## src/rtl/seqdet_pkg.sv

```systemverilog
// seqdet_pkg: shared types and constants for the sequence detector and its serial source
package seqdet_pkg;
    typedef enum logic {IDLE, SHIFT} ser_state_t;
    localparam int SER_W_DEFAULT = 16;
    localparam logic X_IDLE = 1'b0;
endpackage

```

## src/rtl/seq_serializer.sv

```systemverilog
// seq_serializer: MSB-first parallel-to-serial source driving the detector's x input
module seq_serializer
    import seqdet_pkg::*;
#(
    parameter int W  = SER_W_DEFAULT,
    parameter int LW = $clog2(W + 1)
) (
    input  logic          clk,
    input  logic          reset,
    input  logic [W-1:0]  din,
    input  logic [LW-1:0] len,
    input  logic          load,
    output logic          ready,
    output logic          x,
    output logic          busy,
    output logic          done
);
    ser_state_t    state;
    logic [W-1:0]  sreg;
    logic [W-1:0]  word;
    logic [LW-1:0] cnt;
    logic [LW-1:0] len_c;
    logic          take;
    assign ready = (state == IDLE) || (cnt == LW'(1));
    assign busy  = (state == SHIFT);
    // left-align the selected bits so the first one sits at the MSB
    always_comb begin
        len_c = (len > LW'(W)) ? LW'(W) : len;
        word  = din << (W - int'(len_c));
        take  = load && ready && (len_c != '0);
    end
    always_ff @(posedge clk or negedge reset) begin
        if (!reset) begin
            state <= IDLE;
            sreg  <= '0;
            cnt   <= '0;
            x     <= X_IDLE;
            done  <= 1'b0;
        end else begin
            done <= (state == SHIFT) && (cnt == LW'(1));
            if (take) begin
                sreg  <= word;
                x     <= word[W-1];
                cnt   <= len_c;
                state <= SHIFT;
            end else if (state == SHIFT && cnt == LW'(1)) begin
                state <= IDLE;
                x     <= X_IDLE;
                cnt   <= '0;
            end else if (state == SHIFT) begin
                sreg <= sreg << 1;
                x    <= sreg[W-2];
                cnt  <= cnt - LW'(1);
            end
        end
    end
endmodule

```

## config.mk

```make
export PLATFORM = sky130hd
export DESIGN_NAME = seq_serializer
export DESIGN_NICKNAME = d
export VERILOG_FILES = /design/src/rtl/seqdet_pkg.sv /design/src/rtl/seq_serializer.sv
export SDC_FILE = /design/constraint.sdc
export NUM_CORES = 1
export LEC_CHECK = 0
export CELL_PAD_IN_SITES_DETAIL_PLACEMENT = 2
export CELL_PAD_IN_SITES_GLOBAL_PLACEMENT = 2
export CORE_MARGIN = 1
export CORE_UTILIZATION = 35
export DETAILED_ROUTE_END_ITERATION = 10
export PLACE_DENSITY = 0.88
export SKIP_CTS_REPAIR_TIMING = 1
export SLEW_MARGIN = 20
export SYNTH_ARGS = -nofsm -noshare
export SYNTH_HDL_FRONTEND = slang
export SYNTH_SLANG_ARGS = --single-unit
```

## constraint.sdc

```tcl
create_clock -name clk -period 5 [get_ports clk]
set_input_delay 1 -clock clk [delete_from_list [all_inputs] [get_ports clk]]
set_output_delay 1 -clock clk [all_outputs]
set_load 0.02 [all_outputs]
```

After elaboration in Yosys (flattened, before gate mapping)
Index checks and enable logic that the tools add are counted.
- $add $sub $neg: 2
- $lt $le $gt $ge: 1
- equal/unequal tests: 2
- shifts and indexed selects: 1
- muxes and demuxes: 12
- bitwise logic cells: 1
- reduce and logical (&&, ||, !) cells: 9
- operator list (cell ; number):
    2-to-1 mux 15 bit ; 3
    << shifter 16 x 32 -> 16 bit ; 1
    2-to-1 mux 5 bit ; 4
    subtractor 5 x 5 -> 6 bit, first input constant ; 1
    == test 5 x 1 -> 1 bit, second input constant ; 1
    greater-than comparator 5 bit, second input constant ; 1
    2-to-1 mux 1 bit ; 5
    nonzero test 5 bit ; 1
    subtractor 5 x 1 -> 5 bit, second input constant ; 1
    nonzero test 2 bit ; 2
    logical AND 1 bit ; 3
    nonzero test 3 bit ; 1
    != test 2 bit, second input constant ; 1
    AND reduction 2 bit ; 1
    logical OR 1 bit ; 1
    inverter 1 bit ; 1
- bits in registers: 23

Logic depth before layout (Yosys ltp)
- depth after elaboration: 6
- depth in mapped cells: 14
- depth with buffers taken out: 11

Worst setup path before layout
No wires, ideal clock.
- path kind: input port to flip-flop
- start point: in len[0]
- end point: reg x
- library setup time: 119 ps
- arrival: 3027 ps
- path slack: 1855 ps
- stages on the path: 14
- path buffers: 3
- path through: nor2b_1 -> buf_6 -> inv_2 -> buf_2 -> ha_1 -> o21a_1 -> ha_1 -> nor2b_1 -> clkbuf_1 -> nor2_1 -> a22o_1 -> a211oi_1 -> o21ai_1 -> o21a_1
- cells in the longest elaborated chain, start to end: 5
- elaborated cells on any way between the ends: 8
- classes of those cells: add/sub (1); order compare (1); shift (1); mux (2); reduce/logical (3)
- ends and longest elaborated chain (what ; line ; RTL):
    start: declaration ; seq_serializer.sv:11 ; input logic [LW-1:0] len,
    greater-than comparator 5 bit ; seq_serializer.sv:28 ; len_c = (len > LW'(W)) ? LW'(W) : len;
    2-to-1 mux 5 bit * ; seq_serializer.sv:28 ;
    subtractor 5 x 5 -> 6 bit or nonzero test 5 bit (tied branches) ; seq_serializer.sv:29, seq_serializer.sv:30 ;
    << shifter 16 x 32 -> 16 bit or logical AND 1 bit (tied branches) ; seq_serializer.sv:29, seq_serializer.sv:30 ;
    2-to-1 mux 1 bit or nonzero test 3 bit (tied branches) ; -- ;
    end signal: assignment ; seq_serializer.sv:43 ; x <= word[W-1];
    end signal: assignment ; seq_serializer.sv:52 ; x <= sreg[W-2];
    end: declaration ; seq_serializer.sv:14 ; output logic x,
Mark *: on every way between the ends. The rest lies on a longest branch, timed or not.
A chain may end at the register's enable or synchronous reset.

Worst setup path in the final report
- start point: in len[4]
- end point: reg sreg[12]
- cells in the longest elaborated chain, start to end: 6
- elaborated cells on any way between the ends: 10
- classes of those cells: add/sub (1); order compare (1); eq/ne (1); shift (1); mux (2); reduce/logical (4)
- ends and longest elaborated chain (what ; line ; RTL):
    greater-than comparator 5 bit ; seq_serializer.sv:28 ;
    2-to-1 mux 5 bit * ; seq_serializer.sv:28 ;
    branches (longest 4 deep; another with subtractor 5 x 5 -> 6 bit) ; -- ;
    end signal: assignment ; seq_serializer.sv:42 ; sreg <= word;
    end signal: assignment ; seq_serializer.sv:51 ; sreg <= sreg << 1;
    end: declaration ; seq_serializer.sv:19 ; logic [W-1:0] sreg;
Every way passes the cells marked *.

==> flow_metrics.tcl <==
set metrics [dict create \
    cpPeakStageDelay_ns 0.54 \
    track_usage 0.257 \
    h-tree-depth 1 \
    drc 0 \
    diodes 0 \
    dieArea_um2 5520 \
    p_total_uw 889 \
    wl_met1_um 2860 \
    yosys.area.top_type "dfrtp_1" \
    max_freq_mhz 243 \
    drtPass1Iterations 4 \
    syn_to_final_growth_pct 18.9 \
    vias 1739 \
    fin_worst_skew_ns 0.00384 \
    tritoncts "done" \
    overflow 0 \
    hpwl_um 5050 \
    viasPerCell 5.96 \
    drive_gt1_frac 0.0933 \
    crit_path_end_kind "register" \
    wirelength_um 6450 \
    dr_wl_met3_um 183 \
    fin_nets 254 \
    clock_latency_ns 0.27 \
    ys_top_cells_by_count "25 x nor2_1, 23 x dfrtp_1, 22 x mux2i_1" \
    async_reset_ff_frac 1.00 \
    clock_path_buffers 2 \
    die_h_um 74.3 \
    initial_core_util 0.375 \
    cp_data_required_time_ns 5.20 \
    synth_flop_cell "dfrtp_1" \
    clk_transition_reported_paths_ns 0.09 \
    synth_most_common_cell "nor2_1" \
    min_period_ns 4.11 \
    synth.top_cell.area_share 0.314 \
    cts-root-buf "clkbuf_8" \
    setup_viol_count_final 0 \
    finalSetupTns_ns 0 \
    seq_area_frac_synth 0.314 \
    slowest_stage "clkdlybuf4s50_1" \
    gp_congestion 0.805 \
    antenna_found_initial 0 \
    crit_buf_inv 3 \
    cp_data_arrival_time_ns 4.31 \
    vdd_drop_max_uv 183 \
    grt_pass1_vias 1868 \
    synth_area_leaders "dfrtp_1 31%, mux2i_1 12%, mux4_2 7.4%" \
    synth.distinct_cells 43 \
    crit_fanout 16 \
    outcome "finished clean" \
    synth_area_um2 1830 \
    core_area_um2 4880 \
    io_buffers 27 \
    slew_viol_final 0 \
    syn_inst 204 \
    dr.first_iter.drc_count 81 \
    syn_nets 232 \
    finalHoldViolations 0 \
    yosys_warnings 0 \
    fin_crit_sh 0.822 \
    antenna_left 0 \
    grt_pass1_wl_um 10400 \
    path_class "input port to register" \
    numCtsBuffers 3 \
    wl_met2_um 3210 \
    crit_family "simple AND/OR/NAND/NOR gates" \
    cts.sinks 23 \
    startpoint_type "input port" \
    hp-class "register to register" \
    path_cells "clkdlybuf4s50_1 -> nor2b_1 -> buf_4 -> inv_2 -> ha_1 -> o21a_1 -> ha_1 -> nor2b_1 -> nand4_2 -> nor2_1 -> a221o_1" \
    die_x_um 74.3 \
    relSlewSlack 0.571 \
    powerDensity_nw_per_um2 409 \
    rsz0062_at_grt "no" \
    grt_max_degree 24 \
    rows 25 \
    tightest_slew_ns 0.642 \
    p_leak_nw 0.939 \
    synth_edf_count 0 \
    drv_cap 0 \
    synth-seq-cells 23 \
    topRoutingLayerUsed "met4" \
    wl_per_cell_um 22.1 \
    io_pins 28 \
    syn_avg_cell_area_um2 8.97 \
]
area by class of cell:
type,instances,area (um2)
clock buffer,4,45.0
fill,567,2700
inverter,10,37.5
multi-input combinational,158,1150
sequential,23,576
tap,67,83.8
timing repair buffer,30,288
power by group:
part / leakage [nW] / internal, mW / switching [mW]
logic: 0.627 / 0.200 / 0.247
registers: 0.290 / 0.263 / 0.0589
clock network: 0.0228 / 0.0570 / 0.0637
layout by cell type, fill, tap and decap left out, types with 4 or more instances in the layout:
cell	netlist	layout
and3_1	6	6
o21ai_0	6	6
o21a_1	4	4
a221o_1	6	6
a21oi_1	20	20
a221oi_1	4	4
ha_1	4	4
nor3_1	4	4
inv_1	8	8
mux4_2	6	6
nor2_1	25	25
clkdlybuf4s50_1	0	26
dfrtp_1	23	23
nand2_1	16	16
mux2i_1	22	22
per-stage QoR:
stage	cell area (um2)	utilization	worst slack [ns]	hold slack, ns	cells
finish	2180	0.446	0.892	0.507	292
global route	2180	0.446	0.651	0.533	292
CTS	2180	0.447	0.893	0.511	292
detailed placement	2140	0.438	0.657	0.487	288
global placement	2140	0.438	0.885	0.471	288
floorplan	1830	-	1.85	0.450	204
worst reg2reg max path, delay by kind of cell (launching register included):
family          cells  cell delay, ns
buf+inv             3            0.63
fa+ha+maj           1            0.13
flops               1            0.41
simple gates        4            1.12
compound gates      1            0.24
flip-flops by register name, indices dropped and copies added (netlist names):
signal	flops
sreg	15
cnt	5
busy	1
x	1
done	1
worst paths after layout:
kind | cells past startpoint | endpoint | slack, ns | from
worst max-delay path | 11 | sreg[12]$_DFFE_PN0P_ | 0.89 | len[4]
worst min-delay path | 1 | sreg[4]$_DFFE_PN0P_ | 0.51 | sreg[3]$_DFFE_PN0P_
worst max register to register | 9 | sreg[12]$_DFFE_PN0P_ | 2.41 | cnt[1]$_DFFE_PN0P_
worst min register to register | 1 | sreg[4]$_DFFE_PN0P_ | 0.51 | sreg[3]$_DFFE_PN0P_
max in group asynchronous | 1 | sreg[11]$_DFFE_PN0P_ | 3.93 | reset
min in group asynchronous | 1 | cnt[2]$_DFFE_PN0P_ | 0.70 | reset
cell families (layout without fill, tap and decap cells):
kind of cell,after synthesis,after routing,share of synthesized area
AOI/OAI and AO/OA,58,58,0.216
xor gates and xnor gates,1,1,0.00479
adders and majority gates,4,4,0.0273
buffers and inverters,23,44,0.0636
DFF,23,23,0.314
muxes,30,30,0.206
and+or+nand+nor,65,65,0.167
routing by layer:
| layer | global-route usage | vias to the layer above |
|---|---|---|
| met2 | 0.453 | 39 |
| met5 | 0 | - |
| met4 | 0.0734 | 0 |
| met3 | 0.0366 | 12 |
| met1 | 0.329 | 888 |
| li1 | - | 800 |
Note: power is estimated with default switching activity, not from simulation.
